[src/rtl/wb_regfile_seq.sv]
// ---------------------------------------------------------------------------
// wb_regfile_seq
//   Write-back stage register file with a second write-back cycle for
//   instructions that write two registers.
//
//   32 x 32-bit registers, R0 is hard-wired to zero. A "double" instruction
//   writes its primary result to WriteReg in the IDLE cycle. Its second result
//   goes to WriteReg+1 (mod 32) in the following SECOND cycle. Stall asks
//   upstream to hold for that extra cycle.
//
//   Ports
//     Clk, Rst_n           clock, asynchronous active-low reset
//     MEMWB_*              MEM/WB pipeline register contents (write request)
//     RdAddrA/B, RdDataA/B combinational read ports with write-through bypass
//     Stall                upstream hold request (combinational)
//     WB_Fwd*              write performed at the coming edge (combinational)
//     RetireCount          number of completed (non-bubble) instructions
//     dbg_state            FSM state: 0 = IDLE, 1 = SECOND
//
//   Handshake: there is no valid/ready pair. Every IDLE cycle accepts the
//   MEM/WB contents. When Stall=1, upstream must hold EX/MEM and present a
//   bubble in the next cycle. All MEMWB_* inputs are ignored in SECOND.
// ---------------------------------------------------------------------------
module wb_regfile_seq (
    input  logic        Clk,
    input  logic        Rst_n,
    input  logic        MEMWB_MemtoReg,
    input  logic        MEMWB_RegWrite,
    input  logic [31:0] MEMWB_DMReadData,
    input  logic [31:0] MEMWB_ALUResult,
    input  logic [4:0]  MEMWB_WriteReg,
    input  logic        MEMWB_Double,
    input  logic [31:0] MEMWB_ALU2,
    input  logic [31:0] MEMWB_Instr,
    input  logic [4:0]  RdAddrA,
    input  logic [4:0]  RdAddrB,
    output logic [31:0] RdDataA,
    output logic [31:0] RdDataB,
    output logic        Stall,
    output logic        WB_FwdValid,
    output logic [4:0]  WB_FwdReg,
    output logic [31:0] WB_FwdData,
    output logic [31:0] RetireCount,
    output logic        dbg_state
);

    typedef enum logic {IDLE = 1'b0, SECOND = 1'b1} state_t;

    state_t      state_q, state_d;
    logic [31:0] regs_q [32];
    logic [4:0]  pend_reg_q, pend_reg_d;
    logic [31:0] pend_data_q, pend_data_d;
    logic [31:0] retire_q, retire_d;

    logic        wr_en;
    logic [4:0]  wr_addr;
    logic [31:0] wr_data;
    logic [31:0] prim_data;

    assign prim_data = MEMWB_MemtoReg ? MEMWB_DMReadData : MEMWB_ALUResult;

    // State register plus pending-write and retire counters.
    always_ff @(posedge Clk or negedge Rst_n) begin
        if (!Rst_n) begin
            state_q     <= IDLE;
            pend_reg_q  <= '0;
            pend_data_q <= '0;
            retire_q    <= '0;
        end else begin
            state_q     <= state_d;
            pend_reg_q  <= pend_reg_d;
            pend_data_q <= pend_data_d;
            retire_q    <= retire_d;
        end
    end

    // Register array. Only one write port, so a single write per cycle.
    always_ff @(posedge Clk or negedge Rst_n) begin
        if (!Rst_n) begin
            for (int i = 0; i < 32; i++) regs_q[i] <= '0;
        end else if (WB_FwdValid) begin
            regs_q[wr_addr] <= wr_data;
        end
    end

    // Next-state logic.
    always_comb begin
        state_d = state_q;
        case (state_q)
            IDLE:    if (MEMWB_RegWrite && MEMWB_Double) state_d = SECOND;
            SECOND:  state_d = IDLE;
            default: state_d = IDLE;
        endcase
    end

    // Output / datapath logic.
    always_comb begin
        wr_en       = 1'b0;
        wr_addr     = '0;
        wr_data     = '0;
        Stall       = 1'b0;
        pend_reg_d  = pend_reg_q;
        pend_data_d = pend_data_q;
        retire_d    = retire_q;
        case (state_q)
            IDLE: begin
                if (MEMWB_RegWrite) begin
                    wr_en   = 1'b1;
                    wr_addr = MEMWB_WriteReg;
                    wr_data = prim_data;
                    if (MEMWB_Double) begin
                        // 5-bit add: register 31 wraps to R0, whose write is dropped.
                        Stall       = Rst_n;
                        pend_reg_d  = MEMWB_WriteReg + 5'd1;
                        pend_data_d = MEMWB_ALU2;
                    end
                end
                if (MEMWB_Instr != '0) retire_d = retire_q + 32'd1;
            end
            SECOND: begin
                wr_en   = 1'b1;
                wr_addr = pend_reg_q;
                wr_data = pend_data_q;
            end
            default: ;
        endcase
    end

    // Rst_n gating keeps the forward/bypass path quiet while reset is held.
    assign WB_FwdValid = wr_en && (wr_addr != 5'd0) && Rst_n;
    assign WB_FwdReg   = wr_addr;
    assign WB_FwdData  = wr_data;

    assign RdDataA = (WB_FwdValid && (RdAddrA == wr_addr)) ? wr_data :
                     (RdAddrA == 5'd0) ? 32'd0 : regs_q[RdAddrA];
    assign RdDataB = (WB_FwdValid && (RdAddrB == wr_addr)) ? wr_data :
                     (RdAddrB == 5'd0) ? 32'd0 : regs_q[RdAddrB];

    assign RetireCount = retire_q;
    assign dbg_state   = (state_q == SECOND);

endmodule

[config.mk]
export PLATFORM = sky130hd
export DESIGN_NAME = wb_regfile_seq
export DESIGN_NICKNAME = d
export VERILOG_FILES = /design/src/rtl/wb_regfile_seq.sv
export SDC_FILE = /design/constraint.sdc
export NUM_CORES = 2
export LEC_CHECK = 0
export ABC_AREA = 1
export CAP_MARGIN = 0
export CORE_ASPECT_RATIO = 1.75
export CORE_MARGIN = 5
export CORE_UTILIZATION = 49
export DETAILED_ROUTE_END_ITERATION = 16
export PLACE_DENSITY = 0.67
export SYNTH_ARGS = -nofsm -noshare
export SYNTH_HDL_FRONTEND = slang
export SYNTH_SLANG_ARGS = --single-unit
[constraint.sdc]
create_clock -name Clk -period 2.7 [get_ports Clk]
set_input_delay 0.27 -clock Clk [delete_from_list [all_inputs] [get_ports Clk]]
set_output_delay 0.27 -clock Clk [all_outputs]
set_load 0.01 [all_outputs]
# Word level (Yosys, flattened, before mapping)

Index checks and enable logic that the tools add are counted.

Word-level logic and storage cells: 85
Register bits: 1,094
Latch bits: 0
Output and inout port bits: 136
Input port bits: 148
Memory bits (read-only): 0
Bits in writable memories: 0
Memories: 0

$add $sub $neg: 2
Divide/modulo/power cells: 0
Bitwise operators: 4
Shifts and indexed selects: 0
Order comparisons: 4
Reduce and logical (&&, ||, !) cells: 12
Mux-type cells: 25
Equal/unequal tests: 2
Multipliers: 0

Operator list:

| kind                  | count |
|---|---|
| $bwmux 1024           | 1 |
| $mux 32               | 11 |
| $bmux 32 s5           | 2 |
| $demux 32 s5          | 1 |
| $pmux 32 s2           | 1 |
| $add 32x1->32 const B | 1 |
| $reduce_bool 32->1    | 1 |
| $ge 6x6->1 const B    | 3 |
| $not 5->6             | 3 |
| $eq 5x5->1            | 2 |
| $logic_not 5->1       | 2 |
| $pmux 5 s2            | 1 |
| $logic_and 1x1->1     | 6 |
| $lt 6x1->1 const B    | 1 |
| $add 5x1->5 const B   | 1 |
| $mux 1                | 5 |
| $mux 5                | 1 |
| $reduce_bool 5->1     | 1 |
| $pmux 1 s2            | 2 |
| $reduce_and 3->1      | 1 |
| $reduce_and 2->1      | 1 |
| $not 1->1             | 1 |

# Depth between registers and ports, before layout

Word-level depth: 8
Depth in mapped cells: 13
Mapped depth without buffers: 12

# Worst setup path before layout

OpenSTA, ideal clock, no wires.

Kind: flip-flop to output port
From: register state_q (netlist: dbg_state)
To: output port RdDataA[10]
Cell stages (with the launch flop): 11
Buffers on the path: 1
Path slack: 0.480 ns
Arrival time: 1.950 ns
Data required time: 2.430 ns
Path through: dfrtp_1 > inv_2 > nand3_1 > nand2_2 > inv_2 > nand2_4 > o21ai_0 > nor3_1 > clkbuf_1 > nand2_1 > nand2_1

Longest elaborated chain between the ends: 7
Elaborated cells between the ends (all ways): 10
Classes of those cells: eq/ne: 1; mux: 4; bitwise: 1; reduce/logical: 4

Ends and longest elaborated chain:

| element                         | line | source |
|---|---|---|
| from (decl)                     | 49   | `state_t state_q, state_d;` |
| from (signal assigned)          | 70   | `state_q <= state_d;` |
| $not 1->1 (no source line)      | --   |  |
| $pmux 5 s2 *                    | 105  | `case (state_q)` |
| net WB_FwdReg[0]                | 41   | `output logic [4:0] WB_FwdReg,` |
| $reduce_bool 5->1               | 130  | `assign WB_FwdValid = wr_en && (wr_addr != 5'd0) && Rst_n;` |
| $logic_and 1x1->1 (2 in series) | 130  |  |
| $logic_and 1x1->1 *             | 134  | `assign RdDataA = (WB_FwdValid && (RdAddrA == wr_addr)) ? wr_data :` |
| $mux 32 *                       | 134  |  |
| to (decl)                       | 37   | `output logic [31:0] RdDataA,` |

Mark *: on every way through the listed nets, which the timed path passes. The rest lies on a longest branch.

# Worst setup path in the final report

From: register state_q (netlist: dbg_state)
To: output port RdDataA[22]

Longest elaborated chain between the ends: 7
Elaborated cells between the ends (all ways): 10
Classes of those cells: eq/ne: 1; mux: 4; bitwise: 1; reduce/logical: 4

Ends and longest elaborated chain:

| element                         | line |
|---|---|
| $not 1->1 (no source line)      | -- |
| $pmux 5 s2                      | 105 |
| $reduce_bool 5->1               | 130 |
| $logic_and 1x1->1 (2 in series) | 130 |
| $logic_and 1x1->1               | 134 |
| $mux 32 *                       | 134 |

Mark *: on every way between the ends. The rest lies on a longest branch, timed or not.

==> flow_summary_export.csv <==
group,metric,value,unit
synth,yosysWarnings,0,
sta,finalSetupViolCount,94,
sta,fmax,324,MHz
synth,avgSynthCellArea,6.33,um^2
cells_and_area,regArea,27400,um^2
detailed_routing,route.detailed.drc,0,
worst_setup_path,cp_slowest_cell,"dfrtp_2",
sta,rsz0062_at_grt,"yes",
synth,async_flop_share,1.00,
detailed_routing,wl_per_cell,22.6,um
worst_hold_path,hp-class,"input port to register",
sta,tns,-22.72,ns
sta,final.min_clock_period,3.08,ns
floorplanning,core-area,134000,um^2
grt,grt_pass1_wl,420000,um
cells_and_area,num-fill-cells,12500,
clock_tree,max-clock-path-buffers,3,
placed_design,numPortBuffers,283,
sta,fin_crit_sh,1.14,
floorplanning,design.die.area,142000,um^2
flow_run,maxCapViolCount,0,
cells_and_area,final_util,0.602,
placed_design,dpl_cell_area,75400,um^2
sta,relSlewSlack,0.205,
synth,synthDistinctLibCells,28,
detailed_routing,routed_via_density,5.76,
clock_tree,clock_latency,0.78,ns
synth,seq_area_frac_synth,0.416,
run_status,violations,"setup timing",
sta,setup_ws,-0.382,ns
worst_setup_path,required,2.43,ns
cells_and_area,multi_input_area,32500,um^2
clock_tree,cts_tree,"built",
floorplanning,rows,178,
cells_and_area,drive_gt1_frac,0.107,
placed_design,dp_hpwl,182000,um
worst_setup_path,start_kind,"register",
detailed_routing,drtIter0Drc,9451,
clock_tree,path_clk_slew,0.06,ns
synth,syn-cell-area,65800,um^2
worst_setup_path,max_stage_delay,0.46,ns
detailed_routing,postRouteAntennaNets,0,
floorplanning,die_x,287,um
floorplanning,dieHeight,495,um
detailed_routing,wl,283000,um
synth,synthesis.nets,10600,
placed_design,dp_cells,12200,
synth,synth_seq_cells,1094,
cells_and_area,final_cell_count_no_fill,12500,
power_and_ir_drop,vdd_drop_max,0.562,mV
worst_setup_path,crit_type,"register to primary output",
grt,antenna_found_initial,8,
clock_tree,cts-root-buf,"clkbuf_16",
floorplanning,ios,284,
synth,synthFlopType,"dfrtp_1",
floorplanning,initial_core_util,0.491,
run_status,status,"finished with violations",
detailed_routing,dr.pass1.iters,10,
grt,first_global_vias,69300,
sta,clock_skew,0.0353,ns
clock_tree,numClockSinks,1094,
cells_and_area,syn_to_final_growth,22.7,%
power_and_ir_drop,p_leak,42.0,nW
cells_and_area,num-nets-final,10800,
power_and_ir_drop,p_per_area,676,nW/um^2
clock_tree,htreeDepth,3,
worst_setup_path,cp_max_fo,7,
cells_and_area,final_area,80700,um^2
grt,grt_max_degree,195,
clock_tree,cts_buffers,108,
sta,worst_pin_slew,1.19,ns
grt,grt_use_total,0.386,
grt,grt_overflow_total,0,
placed_design,place_congestion,0.949,
synth,synth_edf_count,0,
synth,syn_inst,10400,
worst_setup_path,end_kind,"primary output",
worst_setup_path,worstPathArrival,2.81,ns
detailed_routing,vias,72000,
sta,hold_viol,0,
worst_setup_path,path_cells,"clkinv_4 -> buf_6 -> nand3_4 -> nand3_2 -> nand2_2 -> nand3_4 -> nor2_4 -> a21oi_4 -> buf_12 -> buf_16 -> clkbuf_16 -> nand2_2 -> nand2_1 -> buf_2",
sta,drv_slew,0,
==> cell usage after synthesis (all sizes together), types with 5 or more instances <==
master / number / area share
nor2: 148 / 0.0090
xnor2: 13 / 0.0017
dfrtp: 1094 / 0.42
clkbuf: 628 / 0.036
o211ai: 40 / 0.0046
nand3: 1764 / 0.13
buf: 159 / 0.011
inv: 1080 / 0.062
nand4: 9 / 0.00086
o21ai: 551 / 0.042
nand3b: 6 / 0.00087
nor3: 18 / 0.0014
xor2: 17 / 0.0023
nor4: 5 / 0.00057
nand2: 4865 / 0.28
==> per-layer routing <==
| layer | vias up | global-route usage | part of all wire |
|---|---|---|---|
| li1 | 32500 | - | - |
| met3 | 1372 | 0.0860 | 0.12 |
| met1 | 33400 | 0.468 | 0.35 |
| met2 | 4731 | 0.603 | 0.45 |
| met5 | - | 0 | 0.000039 |
| met4 | 2 | 0.283 | 0.091 |
==> per-stage QoR <==
step	total power, W	hold slack (ns)	setup slack [ns]
global placement	0.0366	0.365	-0.353
CTS	0.0542	0.0283	-0.423
detailed placement	0.0371	0.366	-0.401
global route	0.0575	0.0434	-0.449
finish	0.0546	0.0436	-0.382
floorplan	0.0313	-0.0256	0.480
==> cells in the final DEF, fill, tap and decap left out, types with 15 or more instances in the layout <==
| master | count |
|---|---|
| xor2_1 | 17 |
| o21ai_2 | 33 |
| bufinv_16 | 16 |
| nand2_4 | 22 |
| o21ai_0 | 457 |
| inv_1 | 1056 |
| dfrtp_1 | 1093 |
| buf_2 | 48 |
| nor3_1 | 16 |
| clkdlybuf4s50_1 | 170 |
| nor2_1 | 111 |
| clkbuf_8 | 28 |
| nand3_1 | 1752 |
| buf_6 | 57 |
| nand2_2 | 82 |
| o21ai_1 | 28 |
| buf_12 | 252 |
| o211ai_1 | 40 |
| inv_2 | 15 |
| buf_8 | 17 |
| clkbuf_16 | 116 |
| clkinv_2 | 20 |
| buf_4 | 319 |
| o21ai_4 | 33 |
| nand2_1 | 4761 |
| nor2_4 | 33 |
==> critical path: cells and delay by family (launching register included) <==
kind                   cells  cell delay, ns
AO/OA/AOI/OAI              1            0.08
buffers and inverters      6            0.90
flip-flops                 1            0.46
AND/OR/NAND/NOR            7            0.60
==> worst paths after layout <==
check / startpoint / to / slack [ns] / cells past startpoint
min reg2reg: regs_q[1018] / regs_q[1018] / 0.38 / 0
min: MEMWB_ALU2[27] / pend_data_q[27] / 0.04 / 3
max in group asynchronous: Rst_n / regs_q[490] / 0.96 / 4
max reg2reg: dbg_state / regs_q[461] / 0.11 / 14
max: dbg_state / RdDataA[22] / -0.38 / 14
min in group asynchronous: Rst_n / regs_q[181] / 0.20 / 3
==> sequential cells by signal, indices dropped and copies added, names as in the netlist <==
register and cells:
pend_data_q 32, dbg_state 1, regs_q 1024, RetireCount 32, pend_reg_q 5
==> final cells by class <==
type	instances	area share
Clock inverter	48	0.00863
Clock buffer	152	0.0400
Inverter	1081	0.0509
Sequential cell	1094	0.339
Multi-Input combinational cell	7440	0.403
Tap cell	1800	0.0279
Antenna cell	9	0.000279
Timing Repair Buffer	882	0.130
==> cells by family (layout without fill, tap and decap cells) <==
kind of cell               count (synthesis)  in the layout  share of synthesized area
adders and majority gates                  2              2                   0.000380
buffers and inverters                   1868           2163                      0.108
other                                      0              9                          0
DFF                                     1094           1094                      0.416
AOI/OAI and AO/OA                        593            593                     0.0467
xor gates and xnor gates                  30             30                    0.00399
and+or+nand+nor                         6815           6815                      0.425
==> power by group <==
part,internal [W],switching (W)
Combinational,0.00554,0.0103
Sequential,0.0202,0.00153
Clock,0.00987,0.00714
==> repair_timing <==
action / CTS / global route
pin swaps: 27 / 59
hold buffers: 1 / 0
setup buffers: 56 / 19
hold endpoints to repair: 56 / 0
endpoints found under the setup margin: 100 / 100
gates cloned: 4 / 4
gates resized for setup: 452 / 280
(Power assumes the default switching activity.)
